## src/rtl/state_sequencer.sv

```systemverilog
// Multi-cycle control-unit sequencer: IF/ID/EXE/MEM/WB walk by opcode class,
// with memory wait states, halt/timeout handling and debug counters.
module state_sequencer #(
  parameter int CNT_W        = 32,
  parameter int MEM_WAIT_MAX = 15
) (
  input  logic             CLK,
  input  logic             Reset,
  input  logic [5:0]       Opcode,
  input  logic             mem_ready,
  output logic [2:0]       State,
  output logic             instr_done,
  output logic             halted,
  output logic             mem_err,
  output logic [CNT_W-1:0] cycle_count,
  output logic [CNT_W-1:0] instr_count
);

  localparam int WW = (MEM_WAIT_MAX > 1) ? $clog2(MEM_WAIT_MAX + 1) : 1;

  typedef enum logic [2:0] {
    S_IF   = 3'b000,
    S_ID   = 3'b001,
    S_EXE  = 3'b010,
    S_WB   = 3'b011,
    S_MEM  = 3'b100,
    S_HALT = 3'b111
  } state_t;

  state_t        state_q, state_d;
  logic [WW-1:0] wait_q, wait_d;
  logic          timeout;
  logic          is_jmp, is_jal, is_halt, is_br;
  logic          is_sw, is_lw, is_alu;
  logic          retire;

  assign State = state_q;

  // Opcode class decode
  always_comb begin
    is_jmp  = (Opcode == 6'b111000) || (Opcode == 6'b111001);
    is_jal  = (Opcode == 6'b111010);
    is_halt = (Opcode == 6'b111111);
    is_br   = (Opcode == 6'b110100) || (Opcode == 6'b110101) ||
              (Opcode == 6'b110110);
    is_sw   = (Opcode == 6'b110000);
    is_lw   = (Opcode == 6'b110001);
    is_alu  = (Opcode == 6'b000000) || (Opcode == 6'b000001) ||
              (Opcode == 6'b000010) || (Opcode == 6'b010000) ||
              (Opcode == 6'b010001) || (Opcode == 6'b010010) ||
              (Opcode == 6'b011000) || (Opcode == 6'b100110) ||
              (Opcode == 6'b100111);
  end

  // Next-state, wait counter and timeout detection
  always_comb begin
    state_d = S_IF;
    wait_d  = wait_q;
    timeout = 1'b0;
    unique case (state_q)
      S_IF: state_d = S_ID;
      S_ID: begin
        if (is_jal)
          state_d = S_WB;
        else if (is_halt)
          state_d = S_HALT;
        else if (is_br || is_sw || is_lw || is_alu)
          state_d = S_EXE;
        else
          state_d = S_IF;
      end
      S_EXE: begin
        if (is_sw || is_lw)
          state_d = S_MEM;
        else if (is_alu)
          state_d = S_WB;
        else
          state_d = S_IF;
      end
      S_MEM: begin
        if (mem_ready) begin
          state_d = is_lw ? S_WB : S_IF;
        end else if ((MEM_WAIT_MAX != 0) &&
                     (wait_q == WW'(MEM_WAIT_MAX))) begin
          state_d = S_HALT;
          timeout = 1'b1;
        end else begin
          state_d = S_MEM;
          wait_d  = wait_q + 1'b1;
        end
      end
      S_WB:   state_d = S_IF;
      S_HALT: state_d = S_HALT;
      default: state_d = S_IF;
    endcase
    if (state_d == S_MEM && state_q != S_MEM)
      wait_d = '0;
  end

  assign retire = (state_q != S_IF) && (state_d == S_IF);

  // State register, status flags and counters
  always_ff @(posedge CLK or posedge Reset) begin
    if (Reset) begin
      state_q     <= S_IF;
      wait_q      <= '0;
      instr_done  <= 1'b0;
      halted      <= 1'b0;
      mem_err     <= 1'b0;
      cycle_count <= '0;
      instr_count <= '0;
    end else begin
      state_q    <= state_d;
      wait_q     <= wait_d;
      instr_done <= retire;
      halted     <= (state_d == S_HALT);
      if (timeout)
        mem_err <= 1'b1;
      if (retire)
        instr_count <= instr_count + 1'b1;
      if (state_q != S_HALT)
        cycle_count <= cycle_count + 1'b1;
    end
  end

endmodule

```

## config.mk

```make
export PLATFORM = sky130hd
export DESIGN_NAME = state_sequencer
export DESIGN_NICKNAME = d
export VERILOG_FILES = /design/src/rtl/state_sequencer.sv
export SDC_FILE = /design/constraint.sdc
export NUM_CORES = 1
export LEC_CHECK = 0
export BUFFER_PORTS_ARGS = -buffer_cell sky130_fd_sc_hd__buf_4
export CAP_MARGIN = 20
export CORE_AREA = 2 2 98 100
export DETAILED_ROUTE_END_ITERATION = 12
export DIE_AREA = 0 0 100 102
export GPL_TIMING_DRIVEN = 0
export SYNTH_ARGS = -nofsm -noshare
export SYNTH_HDL_FRONTEND = slang
export SYNTH_SLANG_ARGS = --single-unit
```

## constraint.sdc

```tcl
create_clock -name CLK -period 2.4 [get_ports CLK]
set_clock_uncertainty 0.2 [all_clocks]
set_input_delay 0.24 -clock CLK [delete_from_list [all_inputs] [get_ports CLK]]
set_output_delay 0.24 -clock CLK [all_outputs]
set_load 0.02 [all_outputs]
```

==> qor.yml, run 1 <==
status: "completed"
met2_wirelength_microns: 3580
syn_inst: 348
cts_tree: "built"
drt-initial-drc-count: 124
cp.required_ns: 2.47
synthSimpleGateAreaFrac_pct: 24.2
critPathCaptureType: "register"
die_h_microns: 102
worst_pin_slew_ns: 0.678
io_pins: 79
numPortBuffers: 76
synth_nets: 360
fillCellCount: 840
final_nets: 452
drive_gt1_share_pct: 28.9
grt_pass1_vias: 2754
p_int_mw: 2.30
yosys.area_share.xor_xnor_pct: 16.0
syn-cell-area_sq_um: 3610
grt_pass1_wl_microns: 13200
power.switching_mw: 1.36
areaGrowthSynthToFinish_pct: 29.0
drc_errors: 0
drv_slew: 0
die_area_sq_um: 10200
insertion_delay_ns: 0.35
rows: 35
fin_util_pct: 51.1
drv_cap: 0
antennaDiodeCount: 0
synth-compound-area-share_pct: 3.54
synth_edf_count: 0
powerDensity_nw_per_um2: 788
p_clk_share_pct: 23.0
synth_most_common_cell: "dfrtp_1"
relSlewSlack_pct: 54.2
cts_inserted_buffers: 9
yosys-top-cells-area: "dfrtp_1, xor2_1, xnor2_1"
max_freq_mhz: 445
switching_share_pct: 37.2
clk_pin_slew_ns: 0.08
synth_largest_area_cell: "dfrtp_1"
combPwrFrac_pct: 33.4
grt_max_degree: 69
rsz0062_at_grt: "false"
die_w_microns: 100
synthMuxAreaShare_pct: 0.902
ys.flop_type: "dfrtp_1"
final.setup.tns_ns: 0
synth_top_family_by_area: "simple AND/OR/NAND/NOR gates"
ant_nets: 0
hp-class: "in -> reg"
yosys_warnings: 0
whs_ns: 0.0512
cp.arrival_ns: 2.32
netlist.area_leader.share_pct: 51.3
grtUsageTotal_pct: 16.2
dr.pass1.iters: 4
start_kind: "register"
synthAdderAreaFrac_pct: 1.04
postPlaceCellArea_sq_um: 4350
p_leak_nw: 2.28
cts_max_path_buffers: 2
antenna_found_initial: 0
fin_area_sq_um: 4650
ir_drop_uv: 547
p_total_mw: 3.66
critPathMaxFanout: 10
vias: 2806
place_congestion: 0.795
dp_hpwl_microns: 5530
synthDistinctLibCells: 44
start_util_pct: 39.6
grt-ovfl-total: 0
critical_path_class: "reg -> reg"
netlist_top_cells_count: "dfrtp_1, nand2_1, xor2_1"
htreeDepth: 3
setup-violations-final: 0
finalWirelength_microns: 8030
yosysSeqAreaShare_pct: 51.3
synth-async-reset-ratio_pct: 100
core_area_sq_um: 9110
finalHoldViolCount: 0
drt-wirelength-per-cell_microns: 14.5
wl_met3_microns: 399
cts.sinks: 74
power_frac_seq_pct: 43.6
ys_ff_latch: 74
met1_length_microns: 3890
via_per_inst: 5.06
period_share_pct: 93.7
highest_layer: "met4"
post-route-min-period_ns: 2.25
synth.avg_cell_area_sq_um: 10.4
root_buffer: "clkbuf_8"
==> power groups by stage <==
stage                     clock network [mW]  logic [mW]  registers [mW]
after detailed placement                   0        1.12            1.62
after CTS                              0.858        1.13            1.60
after global placement                     0        1.10            1.62
final                                  0.843        1.22            1.60
after floorplan                            0       0.577            1.75
after global routing                   0.913        1.34            1.63
==> what timing repair did <==
action                     in CTS  in global routing
gates cloned                    0                  0
setup endpoints to repair      18                 27
hold endpoints to repair       74                  0
resized for setup               5                 21
buffers inserted                0                  3
pin swaps                       0                  5
hold buffers                    1                  0
==> cell usage in the layout, fill, tap and decap left out, drive strengths merged, types with 4 or more instances in the layout <==
cell type  netlist  layout
dfrtp           74      74
nor2            35      35
and3            10      10
inv             12      12
nand4           17      17
nor4b            4       4
xnor2           30      30
nand3           21      21
nor4             9       9
nor3            15      15
nand2           40      40
buf              7      88
xor2            36      36
clkbuf           2      10
==> registers in the layout (all words and copies together), names as in the netlist <==
signal and flops:
instr_done 1, instr_count 32, wait_q 4, State 3
halted 1, mem_err 1, cycle_count 32
==> layout make-up <==
class | instances | area [sq um] | share of cell area, %
Clock buffer | 9 | 124 | 2.66
Multi-Input combinational cell | 253 | 1750 | 37.6
Timing Repair Buffer | 81 | 631 | 13.6
Clock inverter | 5 | 33.8 | 0.726
Inverter | 12 | 47.5 | 1.02
Sequential cell | 74 | 1850 | 39.8
Tap cell | 111 | 139 | 2.99
Buffer | 9 | 75.1 | 1.61
==> worst max-delay path, cell delays in order, from the launching register on <==
cell	delay [ns]
dfrtp_1	0.42
buf_4	0.19
nand3_4	0.14
o31ai_1	0.10
nor3_2	0.30
nand3_4	0.16
buf_12	0.19
nor4_2	0.31
xor2_1	0.17
==> metrics by stage <==
| stage | cells | worst slack (ns) |
|---|---|---|
| 2_1_floorplan | 348 | 0.0784 |
| 3_3_place_gp | 535 | -0.941 |
| 3_5_place_dp | 536 | -0.138 |
| 4_1_cts | 551 | 0.0162 |
| 5_1_grt | 554 | 0.00353 |
| 6_report | 554 | 0.151 |
==> final timing paths <==
path                                             start                          end  slack (ns)  cells after the start
setup reg to reg                    State[0]$_DFF_PP0_  instr_count[30]$_DFFE_PP0P_        0.15                      8
hold / removal                               mem_ready           State[2]$_DFF_PP0_        0.05                      3
min in group asynchronous                        Reset  cycle_count[11]$_DFFE_PP0P_        0.14                      3
max in group asynchronous                        Reset        wait_q[1]$_DFFE_PP0P_        1.32                      4
hold reg to reg            instr_count[31]$_DFFE_PP0P_  instr_count[31]$_DFFE_PP0P_        0.27                      1
setup / recovery                    State[0]$_DFF_PP0_  instr_count[30]$_DFFE_PP0P_        0.15                      8
==> logic make-up after synthesis <==
logic type                 count (synthesis)
buffers and inverters                     21
muxes                                      3
DFF                                       74
adders and majority gates                  3
AOI/OAI and AO/OA                         16
and+or+nand+nor                          165
xor gates and xnor gates                  66
==> layer usage <==
| layer | up-vias | global-route usage (%) |
|---|---|---|
| met3 | 13 | 3.83 |
| met5 | - | 0 |
| met1 | 1356 | 22.2 |
| met4 | 0 | 6.64 |
| li1 | 1377 | - |
| met2 | 60 | 24.9 |
Power figures use the tool's default switching activity.
==> inputs of run 2 (changes only) <==
RECOVER_POWER = 25   (was default)
REMOVE_ABC_BUFFERS = 1   (was default)
==> run 2 against run 1 <==
Fmax down 1.8%. Total power up 5.0%. Clock power up 23%. Sequential share of layout area down 0.36 points. Sequential power up 2%. Final area up 0.91%. Largest cell class unchanged. Cell count down 0.54%.
==> qor.yml, run 2 (synthesized netlist as in run 1, its figures left out) <==
drt-initial-drc-count: 85  # was 124
hp-class: "in -> reg"  # unchanged
groute.layer.met1.usage_pct: 22.4  # was 22.2%
areaGrowthSynthToFinish_pct: 30.1  # was 29.0%
antenna_found_initial: 0  # unchanged
cts_max_path_buffers: 2  # unchanged
antennaDiodeCount: 0  # unchanged
io_pins: 79  # unchanged
cp.arrival_ns: 2.36  # was 2.32 ns
grtUsageTotal_pct: 16.0  # was 16.2%
via_per_inst: 5.17  # was 5.06
drv_slew: 0  # unchanged
cts_inserted_buffers: 9  # unchanged
die_w_microns: 100  # unchanged
combPwrFrac_pct: 30.2  # was 33.4%
critical_path_class: "reg -> reg"  # unchanged
finalHoldViolCount: 0  # unchanged
grt-ovfl-total: 0  # unchanged
final_nets: 447  # was 452
clk_pin_slew_ns: 0.08  # about the same
start_util_pct: 39.6  # unchanged
path_depth: 9  # was 8
drc_errors: 0  # unchanged
rows: 35  # unchanged
p_int_mw: 2.48  # was 2.30 mW
postPlaceCellArea_sq_um: 4300  # was 4350 sq um
fin_area_sq_um: 4690  # was 4650 sq um
ir_drop_uv: 566  # was 547 uV
drv_cap: 0  # unchanged
insertion_delay_ns: 0.35  # about the same
final_common_cell: "buf_4"  # unchanged
holdPathStages: 3  # unchanged
reg2regPathDepth: 9  # was 8
p_leak_nw: 2.30  # was 2.28 nW
slowest_stage: "dfrtp_1"  # unchanged
max_freq_mhz: 436  # was 445 MHz
root_buffer: "clkbuf_8"  # unchanged
setup-violations-final: 0  # unchanged
critPathMaxFanout: 12  # was 10
status: "completed"  # unchanged
fillCellCount: 840  # unchanged
cp_slowest_stage_delay_ns: 0.41  # was 0.42 ns
timing.critical_path.buf_inv: 1  # was 2
period_share_pct: 95.5  # was 93.7%
rsz0062_at_grt: "true"  # was false
core_area_sq_um: 9110  # unchanged
cts.sinks: 74  # unchanged
power_frac_seq_pct: 42.7  # was 43.6%
crit_family: "simple AND/OR/NAND/NOR gates"  # unchanged
layout_common_cells: "buf_4, dfrtp_1, nand2_1"  # unchanged
die_area_sq_um: 10200  # unchanged
cp.required_ns: 2.47  # about the same
grt_max_degree: 69  # unchanged
numPortBuffers: 78  # was 76
vias: 2851  # was 2806
relSlewSlack_pct: 36.5  # was 54.2%
ant_nets: 0  # unchanged
grt_pass1_vias: 2620  # was 2754
use_met3_pct: 3.76  # was 3.83%
post_layout_nonfiller_instances: 551  # was 554
gr-usage-met2_pct: 24.2  # was 24.9%
fin_util_pct: 51.5  # was 51.1%
drive_gt1_share_pct: 28.9  # about the same
finalWirelength_microns: 7970  # was 8030 microns
htreeDepth: 3  # unchanged
post-route-min-period_ns: 2.29  # was 2.25 ns
power.switching_mw: 1.37  # was 1.36 mW
die_h_microns: 102  # unchanged
dp_cells: 529  # was 536
critPathCaptureType: "register"  # unchanged
start_kind: "register"  # unchanged
grt_pass1_wl_microns: 12900  # was 13200 microns
drt-wirelength-per-cell_microns: 14.5  # about the same
cts_tree: "built"  # unchanged
worst_pin_slew_ns: 0.953  # was 0.678 ns
reg_top3: "cycle_count x32, instr_count x32, wait_q x4"  # unchanged
dp_hpwl_microns: 5370  # was 5530 microns
busiest_layer: "met2"  # unchanged
switching_share_pct: 35.7  # was 37.2%
powerDensity_nw_per_um2: 819  # was 788 nW/um^2
p_total_mw: 3.85  # was 3.66 mW
dr.pass1.iters: 4  # unchanged
path_cells: "ha_2, nand3_1, or2_2, a21oi_4, nor3_4, nand3_4, buf_12, nor4_2, xnor2_1"  # was buf_4, nand3_4, o31ai_1, nor3_2, nand3_4, buf_12, nor4_2, xor2_1
p_clk_share_pct: 27.0  # was 23.0%
place_congestion: 0.798  # was 0.795
## run 2: tightest hold or removal path: cells and delay by family
family	cells	cell delay, ns
AOI/OAI and AO/OA	1	0.11
buffers and inverters	1	0.09
and+or+nand+nor	1	0.11
## run 2: what timing repair did
item | CTS | global route
setup endpoints to repair | 30 | 31
resized for setup | 10 | 15
pin swaps | 2 | 6
buffers inserted | 0 | 4
hold buffers | 1 | 0
cloned | 1 | 0
hold endpoints to repair | 74 | 0
## run 2: area by class of cell
cell class              count  area (sq um)  area share [%]
clock inverters             5          78.8            1.68
inverters                  12          51.3            1.09
well taps                 111           139            2.96
multi-input cells         254          1800            38.3
repair buffers             84           646            13.8
clock buffers              11           131            2.80
flip-flops and latches     74          1850            39.4
## run 2: final timing paths
| kind | slack (ns) | endpoint | start |
|---|---|---|---|
| worst max-delay path | 0.11 | instr_count[21]$_DFFE_PP0P_ | wait_q[0]$_DFFE_PP0P_ |
| worst min-delay path | 0.06 | State[2]$_DFF_PP0_ | mem_ready |
| worst max register to register | 0.11 | instr_count[21]$_DFFE_PP0P_ | wait_q[0]$_DFFE_PP0P_ |
| worst min register to register | 0.27 | mem_err$_DFFE_PP0P_ | mem_err$_DFFE_PP0P_ |
| max in group asynchronous | 0.54 | instr_count[10]$_DFFE_PP0P_ | Reset |
| min in group asynchronous | 0.20 | halted$_DFF_PP0_ | Reset |
## run 2: power by group through the flow
stage	clock network (mW)	logic, mW	registers (mW)
2_1_floorplan	0	0.478	1.78
3_3_place_gp	0	0.978	1.66
3_5_place_dp	0	1.00	1.66
4_1_cts	1.07	1.08	1.64
5_1_grt	1.12	1.26	1.68
6_report	1.04	1.16	1.64
## run 2: metal layers
layer	routed length, microns	vias to the layer above
li1	-	1375
met1	3830	1403
met2	3670	64
met3	353	9
met4	119	0
met5	0	-
## run 2: stage by stage
step           hold slack, ns  setup TNS (ns)  worst slack (ns)
2_1_floorplan           0.268               0            0.0784
3_3_place_gp            0.260          -71.24            -0.948
3_5_place_dp          -0.0555           -1.64            -0.156
4_1_cts                0.0440               0            0.0118
5_1_grt                0.0785         -0.0966           -0.0281
6_report               0.0558               0             0.109
==> inputs of run 3 (changes only) <==
--- a/config.mk
+++ b/config.mk
@@ -8,7 +8,7 @@
 export BUFFER_PORTS_ARGS = -buffer_cell sky130_fd_sc_hd__buf_4
 export CAP_MARGIN = 20
-export CORE_AREA = 2 2 98 100
+export CORE_AREA = 2 2 117 119
 export DETAILED_ROUTE_END_ITERATION = 12
-export DIE_AREA = 0 0 100 102
+export DIE_AREA = 0 0 119 121
 export GPL_TIMING_DRIVEN = 0
 export RECOVER_POWER = 25
==> constraint.sdc (replaced) <==
create_clock -name CLK -period 2.3 [get_ports CLK]
set_clock_uncertainty 0.2 [all_clocks]
set_input_delay 0.345 -clock CLK [delete_from_list [all_inputs] [get_ports CLK]]
set_output_delay 0.345 -clock CLK [all_outputs]
set_load 0.02 [all_outputs]
==> run 3 against run 2 <==
Total power up 18%. Critical endpoint is now instr_count[22]$_DFFE_PP0P_. Largest cell class unchanged. Largest power group unchanged. Setup slack got worse by 0.030 ns. Final area rose by 5.2%. Sequential power rose by 5%. Sequential cell count stayed put.
==> qor.yml, run 3 (synthesized netlist as in run 1, its figures left out) <==
powerDensity_nw_per_um2: 918  # was 819 nW/um^2
post-place-ws_ns: -0.328  # was -0.156 ns
final.setup.tns_ns: 0  # unchanged
setup_slack_ns: 0.0794  # was 0.109 ns
drt-initial-drc-count: 156  # was 85
grt-ovfl-total: 0  # unchanged
cp.arrival_ns: 2.28  # was 2.36 ns
antennaDiodeCount: 0  # unchanged
drt-wirelength-per-cell_microns: 14.1  # was 14.5 microns
rows: 42  # was 35
holdCritStartpoint: "mem_ready"  # unchanged
cts_inserted_buffers: 9  # unchanged
post-route-min-period_ns: 2.22  # was 2.29 ns
setup-violations-final: 0  # unchanged
cp.required_ns: 2.36  # was 2.47 ns
ir_drop_uv: 578  # was 566 uV
dr.pass1.iters: 5  # was 4
drv_slew: 0  # unchanged
die_h_microns: 121  # was 102 microns
period_share_pct: 96.5  # was 95.5%
core_area_sq_um: 13100  # was 9110 sq um
relSlewSlack_pct: 54.0  # was 36.5%
p_total_mw: 4.53  # was 3.85 mW
drive_gt1_share_pct: 31.2  # was 28.9%
whs_endpoint: "State[2]$_DFF_PP0_"  # unchanged
drv_cap: 0  # unchanged
hp-class: "in -> reg"  # unchanged
via_per_inst: 4.63  # was 5.17
io_pins: 79  # unchanged
max_freq_mhz: 450  # was 436 MHz
areaGrowthSynthToFinish_pct: 36.9  # was 30.1%
p_leak_nw: 2.31  # was 2.30 nW
dp_hpwl_microns: 5760  # was 5370 microns
status: "completed"  # unchanged
ant_nets: 0  # unchanged
antenna_found_initial: 0  # unchanged
grtUsageTotal_pct: 12.7  # was 16.0%
htreeDepth: 3  # unchanged
critPathMaxFanout: 6  # was 12
critPathCaptureType: "register"  # unchanged
cts.sinks: 74  # unchanged
rrSetupSlack_ns: 0.08  # was 0.11 ns
reg2regPathDepth: 10  # was 9
layout_common_cells: "buf_4, dfrtp_1, nand2_1"  # unchanged
grt_max_degree: 44  # was 69
critical_path_class: "reg -> reg"  # unchanged
start_kind: "register"  # unchanged
postPlaceCellArea_sq_um: 4380  # was 4300 sq um
met2_wirelength_microns: 4320  # was 3670 microns
wl_met3_microns: 458  # was 353 microns
highest_layer: "met4"  # unchanged
met1_length_microns: 3840  # was 3830 microns
worst_pin_slew_ns: 0.680  # was 0.953 ns
cts_tree: "built"  # unchanged
holdPathStages: 3  # unchanged
die_area_sq_um: 14400  # was 10200 sq um
dp_cells: 594  # was 529
r2r-start: "wait_q[0]$_DFFE_PP0P_"  # unchanged
insertion_delay_ns: 0.34  # was 0.35 ns
clk_pin_slew_ns: 0.06  # was 0.08 ns
final_nets: 452  # was 447
fin_area_sq_um: 4940  # was 4690 sq um
final_common_cell: "buf_4"  # unchanged
root_buffer: "clkbuf_16"  # was clkbuf_8
timing.rr.end: "instr_count[22]$_DFFE_PP0P_"  # was instr_count[21]$_DFFE_PP0P_
fin_util_pct: 37.7  # was 51.5%
reg_top3: "cycle_count x32, instr_count x32, wait_q x4"  # unchanged
cts_max_path_buffers: 2  # unchanged
rsz0062_at_grt: "true"  # unchanged
grt_pass1_vias: 2841  # was 2620
post_layout_nonfiller_instances: 621  # was 551
finalHoldViolCount: 0  # unchanged
finalWirelength_microns: 8760  # was 7970 microns
numPortBuffers: 78  # unchanged
place_congestion: 0.809  # was 0.798
vias: 2876  # was 2851
start_util_pct: 27.6  # was 39.6%
whs_ns: 0.186  # was 0.0558 ns
drc_errors: 0  # unchanged
grt_pass1_wl_microns: 14500  # was 12900 microns
die_w_microns: 119  # was 100 microns
## run 3: area by class of cell
cell class              count  area [sq um]
repair buffers             88           668
clock inverters             4          50.0
fillers                  1297          8150
inverters                  12          50.0
multi-input cells         255          1830
clock buffers              12           256
flip-flops and latches     74          1860
well taps                 176           220
## run 3: how the worst max path moves through the flow
| stage | slack [ns] | cells past startpoint | endpoint | startpoint |
|---|---|---|---|---|
| floorplan | -0.13 | 1 | State[0]$_DFF_PP0_ | Reset |
| global placement | -1.16 | 2 | instr_count[26]$_DFFE_PP0P_ | Reset |
| detailed placement | -0.33 | 9 | instr_count[5]$_DFFE_PP0P_ | Opcode[0] |
| CTS | 0.005 | 7 | cycle_count[31]$_DFFE_PP0P_ | cycle_count[8]$_DFFE_PP0P_ |
| global route | -0.09 | 10 | instr_count[22]$_DFFE_PP0P_ | wait_q[0]$_DFFE_PP0P_ |
| finish | 0.08 | 10 | instr_count[22]$_DFFE_PP0P_ | wait_q[0]$_DFFE_PP0P_ |
## run 3: critical path, cell delays in order (launching register included)
cell and delay (ns):
dfrtp_1 0.40, ha_2 0.19, nand3_1 0.09, or2_4 0.14, a21oi_4 0.06, nor3_2 0.13, buf_6 0.17, nand3_4 0.19
buf_6 0.19, nor4b_4 0.22, xor2_1 0.16
## run 3: metal layers
metal / up-vias / GRT usage (%)
met5: - / 0
met4: 0 / 4.17
met3: 14 / 4.09
met2: 83 / 21.0
met1: 1391 / 15.7
li1: 1388 / -
## run 3: power breakdown
part           switching, mW  internal [mW]  leakage, nW
sequential             0.247           1.48        0.979
combinational          0.781          0.589         1.19
clock                  0.540          0.897        0.145
## run 3: what timing repair did
item | in CTS | in global routing
gates resized for setup | 8 | 33
endpoints found under the setup margin | 40 | 39
setup buffers | 4 | 4
hold buffers | 1 | 0
cloned | 2 | 0
pin swaps | 6 | 7
endpoints found under the hold margin | 31 | 0
